**src/rtl/instr_injector_pkg.sv**
```systemverilog
// Shared CPU definitions: default NOP encoding, injector FSM state codes,
// and a byte-lane insert helper used by the byte assembler.
package instr_injector_pkg;

    // ADDI x0, x0, 0 -- the canonical RISC-V NOP.
    localparam logic [31:0] NOP_INST_DEFAULT = 32'h0000_0013;

    typedef logic [1:0] state_t;

    localparam state_t ST_COLLECT = 2'd0;
    localparam state_t ST_ISSUE   = 2'd1;
    localparam state_t ST_DRAIN   = 2'd2;
    localparam state_t ST_DONE    = 2'd3;

    // Write byte b into lane idx of word (lane 0 = bits 7:0, little-endian).
    function automatic logic [31:0] insert_byte(input logic [31:0] word,
                                                input logic [1:0]  idx,
                                                input logic [7:0]  b);
        logic [31:0] w_res;
        w_res = word;
        w_res[{idx, 3'b000} +: 8] = b;
        return w_res;
    endfunction

endpackage

```
**src/rtl/instr_injector_byte_assembler.sv**
```systemverilog
// Assembles four received bytes into a little-endian instruction word and
// discards a partial word if the sender goes quiet for too long.
module byte_assembler
    import instr_injector_pkg::*;
#(
    parameter int TIMEOUT_CYCLES = 1023
) (
    input  logic        clk,
    input  logic        reset,
    input  logic        i_accept,
    input  logic [7:0]  i_data,
    output logic [31:0] o_word,
    output logic        o_word_valid,
    output logic        o_timeout_err
);

    localparam int IW = $clog2(TIMEOUT_CYCLES + 1);
    // Idle value at which the next empty cycle would reach the limit.
    localparam logic [IW-1:0] IDLE_LAST = IW'(TIMEOUT_CYCLES - 1);

    logic [1:0]    r_count;
    logic [31:0]   r_word;
    logic [IW-1:0] r_idle;
    logic          r_timeout_err;
    logic          w_timeout;

    // An accepted byte on the limit cycle wins, so the timeout needs !i_accept.
    assign w_timeout = (r_count != 2'd0) && !i_accept && (r_idle == IDLE_LAST);

    // Byte storage, byte counter, idle counter and timeout pulse.
    always_ff @(posedge clk) begin
        // NOTE: sequential state uses non-blocking assignments so every
        // register samples pre-edge values regardless of statement order.
        if (reset) begin
            r_count       <= 2'd0;
            r_word        <= 32'd0;
            r_idle        <= '0;
            r_timeout_err <= 1'b0;
        end else begin
            r_timeout_err <= 1'b0;
            if (i_accept) begin
                r_word  <= insert_byte(r_word, r_count, i_data);
                r_count <= r_count + 2'd1;
                r_idle  <= '0;
            end else if (w_timeout) begin
                r_count       <= 2'd0;
                r_word        <= 32'd0;
                r_idle        <= '0;
                r_timeout_err <= 1'b1;
            end else if (r_count != 2'd0) begin
                r_idle <= r_idle + IW'(1);
            end else begin
                r_idle <= '0;
            end
        end
    end

    // The 4th byte completes the word; the FSM moves to ISSUE on this edge.
    assign o_word_valid  = i_accept && (r_count == 2'd3);
    assign o_word        = r_word;
    assign o_timeout_err = r_timeout_err;

endmodule

```
**src/rtl/instr_injector.sv**
```systemverilog
// Injects UART-received instruction words into the CPU fetch stream: one
// cycle of the word, then NOPs until it has left writeback.
module instr_injector
    import instr_injector_pkg::*;
#(
    parameter logic [31:0] NOP_INST       = NOP_INST_DEFAULT,
    parameter int          DRAIN_CYCLES   = 5,
    parameter int          TIMEOUT_CYCLES = 1023
) (
    input  logic        clk,
    input  logic        reset,
    input  logic [7:0]  rx_data,
    input  logic        rx_valid,
    output logic        rx_ready,
    input  logic [31:0] inst_addr,
    output logic [31:0] inst_out,
    output logic        busy,
    output logic        done,
    output logic        timeout_err
);

    localparam int DW = $clog2(DRAIN_CYCLES + 1);

    state_t        r_state;
    logic [DW-1:0] r_drain;
    logic          w_accept;
    logic          w_word_valid;
    logic [31:0]   w_word;
    logic          w_unused_addr;

    // Fetch address is kept only for port symmetry with the CPU.
    assign w_unused_addr = ^inst_addr;

    // Bytes are taken only while collecting; otherwise the sender holds them.
    assign w_accept = rx_valid && rx_ready;

    byte_assembler #(
        .TIMEOUT_CYCLES (TIMEOUT_CYCLES)
    ) u_byte_assembler (
        .clk           (clk),
        .reset         (reset),
        .i_accept      (w_accept),
        .i_data        (rx_data),
        .o_word        (w_word),
        .o_word_valid  (w_word_valid),
        .o_timeout_err (timeout_err)
    );

    // Sequencer: collect -> issue one word -> drain NOPs -> done pulse.
    always_ff @(posedge clk) begin
        if (reset) begin
            r_state <= ST_COLLECT;
            r_drain <= '0;
        end else begin
            case (r_state)
                ST_COLLECT: begin
                    if (w_word_valid) r_state <= ST_ISSUE;
                end
                ST_ISSUE: begin
                    r_state <= ST_DRAIN;
                    r_drain <= DW'(DRAIN_CYCLES);
                end
                ST_DRAIN: begin
                    if (r_drain == DW'(1)) begin
                        r_state <= ST_DONE;
                        r_drain <= '0;
                    end else begin
                        r_drain <= r_drain - DW'(1);
                    end
                end
                ST_DONE: r_state <= ST_COLLECT;
                default: r_state <= ST_COLLECT;
            endcase
        end
    end

    // Outputs are pure decodes of the state register.
    always_comb begin
        // NOTE: every output gets a value on every path, so no latch forms.
        inst_out = NOP_INST;
        if (r_state == ST_ISSUE) inst_out = w_word;
        rx_ready = (r_state == ST_COLLECT);
        busy     = (r_state == ST_ISSUE) || (r_state == ST_DRAIN);
        done     = (r_state == ST_DONE);
    end

endmodule

```
**config.mk**
```make
export PLATFORM = sky130hd
export DESIGN_NAME = instr_injector
export DESIGN_NICKNAME = d
export VERILOG_FILES = /design/src/rtl/instr_injector_pkg.sv /design/src/rtl/instr_injector_byte_assembler.sv /design/src/rtl/instr_injector.sv
export SDC_FILE = /design/constraint.sdc
export NUM_CORES = 1
export LEC_CHECK = 0
export ABC_AREA = 1
export CORE_MARGIN = 2
export CORE_UTILIZATION = 45
export DETAILED_ROUTE_END_ITERATION = 8
export GPL_ROUTABILITY_DRIVEN = 0
export PLACE_DENSITY = 0.77
export SLEW_MARGIN = 20
export SYNTH_ARGS = -nofsm -noshare
export SYNTH_HDL_FRONTEND = slang
export SYNTH_SLANG_ARGS = --single-unit
```
**constraint.sdc**
```tcl
create_clock -name clk -period 2.2 [get_ports clk]
set_clock_uncertainty 0.1 [all_clocks]
set_input_delay 0.44 -clock clk [delete_from_list [all_inputs] [get_ports clk]]
set_output_delay 0.44 -clock clk [all_outputs]
set_load 0.02 [all_outputs]
```
==> impl_metrics.py, run 1 <==
metrics = {
    "placement": {
        "portBuffers": 46,
        "placedCellCount": 467,
        "hpwl_um": 4140,
    },
    "worst_setup_path": {
        "path_class": "register to primary output",
        "reg2reg_from": "u_byte_assembler.r_count[0]",
        "crit_top_cell": "inv_1",
        "cp.arrival_ns": 1.56,
        "critical_path_required_ns": 1.66,
        "rrSetupSlack_ns": 0.42,
        "crit_fanout": 13,
        "crit_family": "buffers and inverters",
        "crit_path_cell_trace": "inv_1 > ha_1 > buf_4 > nand2_1 > inv_1 > dlygate4sd2_1",
        "reg2reg_to": "u_byte_assembler.o_word[5]",
        "cp_slowest_stage_delay_ns": 0.34,
        "reg2regPathDepth": 7,
        "crit_path_top_delay_cell": "dfxtp_2",
        "startpoint_type": "register",
        "worst_setup_path_end_kind": "primary output",
        "crit_buf_inv": 4,
    },
    "power": {
        "p_leak_nw": 1.51,
        "power.internal_w": 0.00177,
        "p_clk_share_pct": 27.4,
        "p_comb_share_pct": 35.3,
        "peakVddDrop_uv": 429,
        "sequentialPowerShare_pct": 37.3,
        "swShare_pct": 35.9,
        "p_sw_w": 0.000990,
        "power.density_mw_per_mm2": 854,
    },
    "sta": {
        "fin_tns_setup_ns": 0,
        "fin_crit_sh_pct": 95.3,
        "max_freq_ghz": 0.477,
        "final.min_clock_period_ns": 2.10,
        "hold_viol": 0,
        "max_slew_margin_pct": 76.4,
        "setup_viol": 0,
        "final_max_slew_viol_count": 0,
        "worstMarginPinSlew_ns": 0.353,
        "rsz0062_at_grt": "false",
    },
    "logic_synthesis": {
        "yosys_warnings": 0,
        "synth_seq_cells": 50,
        "yosysTopAreaCell": "dfxtp_1",
        "synth_edf_count": 0,
        "yosys_most_used_dff": "dfxtp_1",
        "synth_nets": 410,
        "syn_avg_cell_area_um2": 7.29,
        "synthCells": 353,
        "synth.top_cell.area_share_pct": 38.9,
        "ys_top_cells_by_count": "74 x nand2_1, 53 x inv_1, 50 x dfxtp_1",
        "yosys.cell_types.count": 29,
        "netlist_area_mm2": 0.00257,
        "synth.most_common_cell": "nand2_1",
        "async_reset_ff_share_pct": 0,
        "synth_area_leaders": "dfxtp_1 39%, nand2_1 11%, nand3_1 8.8%, inv_1 7.7%, a21oi_1 7.4%",
        "synth-seq-area-share_pct": 38.9,
    },
    "die": {
        "die_w_um": 79.6,
        "placement_rows": 27,
        "core-area_mm2": 0.00551,
        "ioPinCount": 79,
        "dieArea_mm2": 0.00634,
        "start_util_pct": 46.7,
        "die_h_um": 79.6,
    },
    "job": {
        "cap_violations": 0,
    },
    "route": {
        "drc": 0,
        "drt_pre_antenna_iters": 4,
        "wl_um": 5470,
        "num_vias": 2321,
        "routedWlPerCell_um": 11.5,
        "detail-route-antenna-nets": 0,
        "vias_per_cell": 4.89,
        "drtIter0Drc": 122,
    },
    "cts": {
        "cts_sinks": 50,
        "htreeDepth": 2,
        "holdBufCountCts": 0,
        "postCtsSetupBuffers": 0,
        "cts_tree": "yes",
        "cts_made_buffers": 5,
        "cts.clk_slew.worst_paths_ns": 0.08,
        "cts_max_path_buffers": 2,
        "clk_latency_ns": 0.29,
        "cts-root-buf": "clkbuf_8",
    },
    "finish": {
        "syn2layout_area_growth_pct": 25.5,
        "antennaDiodeCount": 0,
        "layout-drive-gt1-share_pct": 8.19,
        "instances_no_fill": 475,
        "final_util_pct": 58.6,
        "layout.nets": 459,
    },
    "min_path": {
        "hold_path_depth": 1,
        "hp-class": "register to register",
        "min-delay-start": "u_byte_assembler.r_idle[0]",
        "hold_end": "u_byte_assembler.r_idle[0]",
    },
    "run_status": {
        "status": "finished, final reports clean",
    },
    "global_route": {
        "grt_pass1_vias": 2215,
        "gr-total-overflow": 0,
        "grt_max_degree": 35,
        "grt_antenna_before_repair": 0,
        "grt.total_usage_pct": 18.7,
        "grt_pass1_wl_um": 9550,
    },
}
==> what timing repair did <==
item / in CTS / in global routing
pin swaps: 0 / 0
hold endpoints to repair: 0 / 0
resized for setup: 33 / 12
endpoints found under the setup margin: 33 / 31
==> stage by stage <==
step                total power [W]  hold slack [ns]  instance area (µm²)  setup WS [ns]
finish                      0.00276            0.372                 3230          0.103
detailed placement          0.00205            0.360                 3120         0.0997
floorplan                   0.00175            0.330                 2570          0.399
CTS                         0.00279            0.381                 3220         0.0231
global placement            0.00202            0.348                 3120          0.123
global route                0.00295            0.403                 3230        0.00279
==> metal layers <==
layer / global-route usage [%] / vias to the layer above / wire, µm
met3: 4.07 / 7 / 215
met2: 34.5 / 46 / 2820
met4: 4.66 / 0 / 63
met1: 21.7 / 1052 / 2370
li1: - / 1216 / -
met5: 0 / - / 0
==> sequential cells by signal, summed over array words and instances, names as in the netlist <==
register and count:
u_byte_assembler.o_word 32, u_byte_assembler.r_idle 10, r_drain 3, r_state 2, u_byte_assembler.r_count 2, u_byte_assembler.o_timeout_err 1
==> worst max-delay path by stage <==
stage | startpoint | to | slack [ns] | cells past startpoint
after global placement | r_state[1] | inst_out[4] | 0.12 | 5
after detailed placement | r_state[1] | inst_out[26] | 0.1 | 6
final | r_state[1] | inst_out[6] | 0.10 | 6
after CTS | r_state[0] | rx_ready | 0.02 | 3
after floorplan | u_byte_assembler.r_count[0] | u_byte_assembler.o_word[1] | 0.40 | 9
after global routing | r_state[1] | inst_out[27] | 0.003 | 6
==> power groups by stage <==
stage          Combinational (W)  Clock [W]  Sequential [W]
2_1_floorplan           0.000706          0         0.00104
3_3_place_gp            0.000976          0         0.00105
3_5_place_dp             0.00100          0         0.00105
4_1_cts                 0.000978   0.000780         0.00103
5_1_grt                  0.00109   0.000817         0.00104
6_report                0.000972   0.000756         0.00103
==> cell usage in the layout (no fill, tap or decap), types with 2 or more instances in the layout <==
master,instances
nand2_1,74
inv_1,53
dfxtp_1,49
nand3_1,45
a21oi_1,38
nor2_1,28
dlygate4sd2_1,25
ha_1,14
clkdlybuf4s50_1,12
nand4_1,9
clkdlybuf4s15_1,7
buf_4,6
clkbuf_8,5
o21ai_0,4
xor2_1,4
nor2_4,3
xnor2_1,3
nand2_4,2
nor2_2,2
nor3_1,2
bufinv_16,2
==> cells by family (layout without fill, tap and decap cells) <==
kind of cell | Yosys count | count (layout) | share of synthesized area, %
and+or+nand+nor | 170 | 170 | 31.8
buffers and inverters | 68 | 118 | 11.4
DFF | 50 | 50 | 38.9
AOI/OAI and AO/OA | 44 | 44 | 8.76
adders and majority gates | 14 | 14 | 6.81
xor gates and xnor gates | 7 | 7 | 2.38
==> cell type report <==
cell class / count / area, µm²
fill: 526 / 2280
clock buffer: 5 / 68.8
multi-input combinational: 235 / 1280
clock inverter: 3 / 68.8
inverter: 56 / 218
timing repair buffer: 54 / 503
sequential: 50 / 1000
tap: 72 / 90.1
Note: power is estimated with default switching activity, not from simulation.
==> run 2: changes to the inputs <==
--- a/config.mk
+++ b/config.mk
@@ -6,11 +6,13 @@
 export NUM_CORES = 1
 export LEC_CHECK = 0
 export ABC_AREA = 1
+export CAP_MARGIN = 20
 export CORE_MARGIN = 2
 export CORE_UTILIZATION = 45
 export DETAILED_ROUTE_END_ITERATION = 8
 export GPL_ROUTABILITY_DRIVEN = 0
 export PLACE_DENSITY = 0.77
+export SKIP_LAST_GASP = 1
 export SLEW_MARGIN = 20
 export SYNTH_ARGS = -nofsm -noshare
 export SYNTH_HDL_FRONTEND = slang
==> constraint.sdc (replaced) <==
create_clock -name clk -period 2.7 [get_ports clk]
set_clock_uncertainty 0.1 [all_clocks]
set_input_delay 0.54 -clock clk [delete_from_list [all_inputs] [get_ports clk]]
set_output_delay 0.54 -clock clk [all_outputs]
set_load 0.02 [all_outputs]
==> run 2 against run 1 <==
Net effect:
- register-to-register slack lost 0.06 ns
- sequential power down 18%
- sequential share of layout area grew 0.45 points
- routed wire length grew 3.1%
- critical path type unchanged
- critical endpoint is now inst_out[26]
==> impl_metrics.py, run 2 (synthesized netlist as in run 1, its figures left out) <==
metrics = {
    "sta": {
        "hold_viol": 0,
        "fin_ws_ns": 0.160,
        "rsz0062_at_grt": "false",
        "fin_crit_sh_pct": 94.1,
        "timing.hold.ws_ns": 0.367,
        "worstMarginPinSlew_ns": 0.418,
        "max_freq_ghz": 0.394,
        "final.min_clock_period_ns": 2.54,
        "fin_tns_setup_ns": 0,
        "final_max_slew_viol_count": 0,
        "setup_viol": 0,
        "max_slew_margin_pct": 72.1,
    },
    "job": {
        "cap_violations": 0,
    },
    "cts": {
        "postCtsSetupBuffers": 0,
        "htreeDepth": 2,
        "cts_made_buffers": 5,
        "cts_sinks": 50,
        "clk_latency_ns": 0.30,
        "cts.clk_slew.worst_paths_ns": 0.08,
        "holdBufCountCts": 0,
        "cts_tree": "yes",
        "cts_resized": 0,
        "cts-root-buf": "clkbuf_8",
        "cts_max_path_buffers": 2,
    },
    "finish": {
        "final_cell_mix": "74 x nand2_1, 53 x inv_1, 50 x dfxtp_1",
        "layout-drive-gt1-share_pct": 6.53,
        "syn2layout_area_growth_pct": 23.6,
        "largest_register_ffs": 32,
        "final_util_pct": 57.7,
        "final_common_cell": "nand2_1",
        "layout.nets": 454,
        "nFillCells": 538,
        "fin_area_mm2": 0.00318,
        "antennaDiodeCount": 0,
    },
    "power": {
        "p_clk_share_pct": 23.8,
        "sequentialPowerShare_pct": 39.5,
        "power.density_mw_per_mm2": 672,
        "power.internal_w": 0.00134,
        "peakVddDrop_uv": 390,
        "swShare_pct": 37.2,
        "p_sw_w": 0.000794,
        "p_comb_share_pct": 36.7,
        "p_leak_nw": 1.36,
    },
    "run_status": {
        "status": "finished, final reports clean",
    },
    "route": {
        "wl_um": 5640,
        "drt_pre_antenna_iters": 4,
        "detail-route-antenna-nets": 0,
        "drtIter0Drc": 166,
        "vias_per_cell": 5.01,
        "num_vias": 2357,
        "routedWlPerCell_um": 12.0,
        "drc": 0,
    },
    "die": {
        "die_w_um": 79.6,
        "dieArea_mm2": 0.00634,
        "die_h_um": 79.6,
        "ioPinCount": 79,
        "start_util_pct": 46.7,
        "core-area_mm2": 0.00551,
        "placement_rows": 27,
    },
    "global_route": {
        "grt_pass1_wl_um": 9430,
        "grt_max_degree": 37,
        "grt.total_usage_pct": 18.6,
        "gr-total-overflow": 0,
        "grt_antenna_before_repair": 0,
        "grt_pass1_vias": 2236,
    },
    "min_path": {
        "hp-class": "register to register",
    },
    "worst_setup_path": {
        "worst_setup_path_end_kind": "primary output",
        "crit_path_top_delay_cell": "clkdlybuf4s50_1",
        "cp.arrival_ns": 1.90,
        "crit_buf_inv": 4,
        "startpoint_type": "register",
        "crit_path_cell_trace": "inv_1 > ha_1 > buf_4 > nand2_1 > inv_1 > clkdlybuf4s50_1",
        "critical_path_required_ns": 2.06,
        "crit_top_cell": "inv_1",
        "crit_family": "buffers and inverters",
        "path_class": "register to primary output",
        "crit_fanout": 19,
        "cp_slowest_stage_delay_ns": 0.59,
    },
    "placement": {
        "portBuffers": 46,
        "hpwl_um": 4160,
        "placed_area_mm2": 0.00307,
        "post-place-ws_ns": 0.345,
    },
}
## run 2: cell count changes in the layout (fill, tap and decap cells not counted), moves of 2 or more
cell	change
clkdlybuf4s15_1	-7
clkdlybuf4s50_1	+34
clkinv_2	+2
dlygate4sd2_1	-25
buf_4	-3
## run 2: routing by layer
metal	GRT usage (%)	share of wire, %
met1	20.9	42
met2	33.5	51
met3	4.86	5.3
met4	6.90	1.7
met5	0	0
## run 2: per-stage QoR
step,cells,total power (W)
detailed placement,462,0.00165
global placement,462,0.00163
finish,470,0.00214
global route,470,0.00229
floorplan,353,0.00143
CTS,470,0.00216
## run 2: layout make-up
class	count	area (µm²)	share of cell area [%]
clock buffers	5	68.8	2.16
clock inverters	3	40.0	1.26
inverters	56	218	6.85
multi-input cells	235	1280	40.2
flip-flops and latches	50	1000	31.5
well taps	72	90.1	2.83
repair buffers	49	483	15.2
## run 2: power by group through the flow
stage                     clock network, W  logic (W)  registers (W)
after global placement                   0   0.000766       0.000860
final                             0.000508   0.000784       0.000845
after CTS                         0.000525   0.000792       0.000846
after floorplan                          0   0.000576       0.000851
after detailed placement                 0   0.000787       0.000863
after global routing              0.000559   0.000874       0.000856
## run 2: final timing paths
kind	startpoint	end	cells past startpoint	slack (ns)
worst max-delay path	r_state[1]	inst_out[26]	6	0.16
worst min-delay path	u_byte_assembler.r_idle[0]	u_byte_assembler.r_idle[0]	1	0.37
worst min register to register	u_byte_assembler.r_idle[0]	u_byte_assembler.r_idle[0]	1	0.37
worst max register to register	u_byte_assembler.r_count[0]	u_byte_assembler.r_idle[7]	8	0.36
==> run 3: changes to the inputs <==
--- a/config.mk
+++ b/config.mk
@@ -8,10 +8,11 @@
 export ABC_AREA = 1
 export CAP_MARGIN = 20
 export CORE_MARGIN = 2
-export CORE_UTILIZATION = 45
+export CORE_UTILIZATION = 50
+export CTS_BUF_LIST = sky130_fd_sc_hd__clkbuf_2
 export DETAILED_ROUTE_END_ITERATION = 8
 export GPL_ROUTABILITY_DRIVEN = 0
-export PLACE_DENSITY = 0.77
+export PLACE_DENSITY = 0.85
 export SKIP_LAST_GASP = 1
 export SLEW_MARGIN = 20
 export SYNTH_ARGS = -nofsm -noshare
==> run 3 against run 2 <==
Net effect:
- maximum frequency up 3.8%
- setup slack better by 0.094 ns
- sequential share of layout area up 0.14 points
- flip-flop and latch count unchanged
- register-to-register slack better by 0.03 ns
- sequential power up 0.6%
- largest power group unchanged
- routed wire length down 1.2%
- clock power down 44%
==> impl_metrics.py, run 3 (synthesized netlist as in run 1, its figures left out) <==
metrics = {
    "run_status": {
        "status": "finished, final reports clean",
    },
    "power": {
        "p_leak_nw": 1.78,
        "peakVddDrop_uv": 289,
        "power.density_mw_per_mm2": 610,
    },
    "die": {
        "die_h_um": 75.7,
        "core-area_mm2": 0.00504,
        "placement_rows": 26,
        "die_w_um": 75.7,
        "ioPinCount": 79,
        "dieArea_mm2": 0.00574,
        "start_util_pct": 51.0,
    },
    "worst_setup_path": {
        "cp_slowest_stage_delay_ns": 0.64,
        "startpoint_type": "register",
        "cp.arrival_ns": 1.81,
        "crit_path_top_delay_cell": "clkdlybuf4s50_1",
        "worst_setup_path_end_kind": "primary output",
        "path_class": "register to primary output",
        "critical_path_required_ns": 2.06,
        "crit_fanout": 4,
        "crit_path_cell_trace": "inv_1 > ha_1 > clkdlybuf4s50_1",
        "reg2regPathDepth": 8,
        "crit_buf_inv": 2,
        "crit_family": "buffers and inverters",
        "cp_num_cells": 3,
    },
    "route": {
        "wl_um": 5570,
        "drtIter0Drc": 163,
        "detail-route-antenna-nets": 0,
        "drc": 0,
        "drt_pre_antenna_iters": 4,
        "vias_per_cell": 4.94,
        "routedWlPerCell_um": 11.9,
        "num_vias": 2309,
    },
    "cts": {
        "cts_sinks": 50,
        "clk_latency_ns": 0.41,
        "htreeDepth": 2,
        "holdBufCountCts": 0,
        "cts_max_path_buffers": 2,
        "cts_made_buffers": 5,
        "cts.clk_slew.worst_paths_ns": 0.22,
        "cts-root-buf": "clkbuf_2",
        "cts_tree": "yes",
    },
    "job": {
        "cap_violations": 0,
    },
    "global_route": {
        "grt_antenna_before_repair": 0,
        "gr-total-overflow": 0,
        "grt.total_usage_pct": 20.2,
        "grt_max_degree": 37,
        "grt_pass1_vias": 2098,
        "grt_pass1_wl_um": 9030,
    },
    "finish": {
        "layout.nets": 454,
        "final_cell_mix": "74 x nand2_1, 53 x inv_1, 49 x dfxtp_1",
        "largest_register_ffs": 32,
        "antennaDiodeCount": 0,
        "layout-drive-gt1-share_pct": 6.55,
        "final_common_cell": "nand2_1",
        "multi_input_area_mm2": 0.00128,
        "nFillCells": 449,
        "syn2layout_area_growth_pct": 23.2,
        "fin_area_mm2": 0.00317,
        "ff_latch_area_mm2": 0.00100,
        "final_util_pct": 62.9,
    },
    "sta": {
        "hold_viol": 0,
        "timing.hold.ws_ns": 0.397,
        "setup_viol": 0,
        "worstMarginPinSlew_ns": 0.416,
        "final_max_slew_viol_count": 0,
        "final.min_clock_period_ns": 2.45,
        "fin_ws_ns": 0.254,
        "fin_crit_sh_pct": 90.6,
        "max_slew_margin_pct": 72.2,
        "fin_tns_setup_ns": 0,
        "rsz0062_at_grt": "false",
        "max_freq_ghz": 0.409,
    },
    "min_path": {
        "hp-class": "register to register",
        "hold_path_depth": 2,
    },
    "placement": {
        "hpwl_um": 4060,
        "portBuffers": 46,
        "placed_area_mm2": 0.00307,
        "post-place-ws_ns": 0.365,
    },
}
[run 3: layout make-up]
cell class / instances / share of cell area, %
tap: 70 / 2.76
clock buffer: 7 / 1.11
inverter: 56 / 6.87
timing repair buffer: 49 / 17.3
sequential: 50 / 31.6
multi-input combinational: 235 / 40.3
[run 3: layer usage]
metal	routed length (µm)	part of all wire (%)	vias to the layer above	global-route usage, %
met5	0	0	-	0
met4	63	1.1	0	7.02
met3	274	4.9	8	4.10
met2	2750	49	53	34.9
met1	2490	45	1044	25.1
li1	-	-	1204	-
[run 3: path summary, 6_finish.rpt]
kind	slack, ns	startpoint	end
hold / removal	0.40	u_byte_assembler.o_word[9]	u_byte_assembler.o_word[9]
hold reg to reg	0.40	u_byte_assembler.o_word[9]	u_byte_assembler.o_word[9]
setup / recovery	0.25	r_state[0]	rx_ready
setup reg to reg	0.39	u_byte_assembler.r_count[0]	u_byte_assembler.r_idle[7]
[run 3: timing repair]
item                       4_1_cts  5_1_grt
buffers inserted                 0        0
setup endpoints to repair       32       25
resized for setup               11       26
[run 3: power by group]
part,switching [W],internal (W)
combinational,0.000521,0.000277
sequential,0.0000504,0.000799
clock,0.000217,0.0000674
[run 3: worst register-to-register path: stages (launching register included)]
cell and delay (ns):
dfxtp_1 0.56, inv_2 0.17, ha_1 0.30, inv_4 0.19
nand2_1 0.09, nor2_2 0.15, nand3_4 0.34, nand4_4 0.28
nor2_1 0.07
[run 3: per-stage QoR]
step | power [W] | cells
floorplan | 0.00143 | 353
global placement | 0.00161 | 460
detailed placement | 0.00165 | 460
CTS | 0.00194 | 467
global route | 0.00206 | 467
finish | 0.00193 | 467
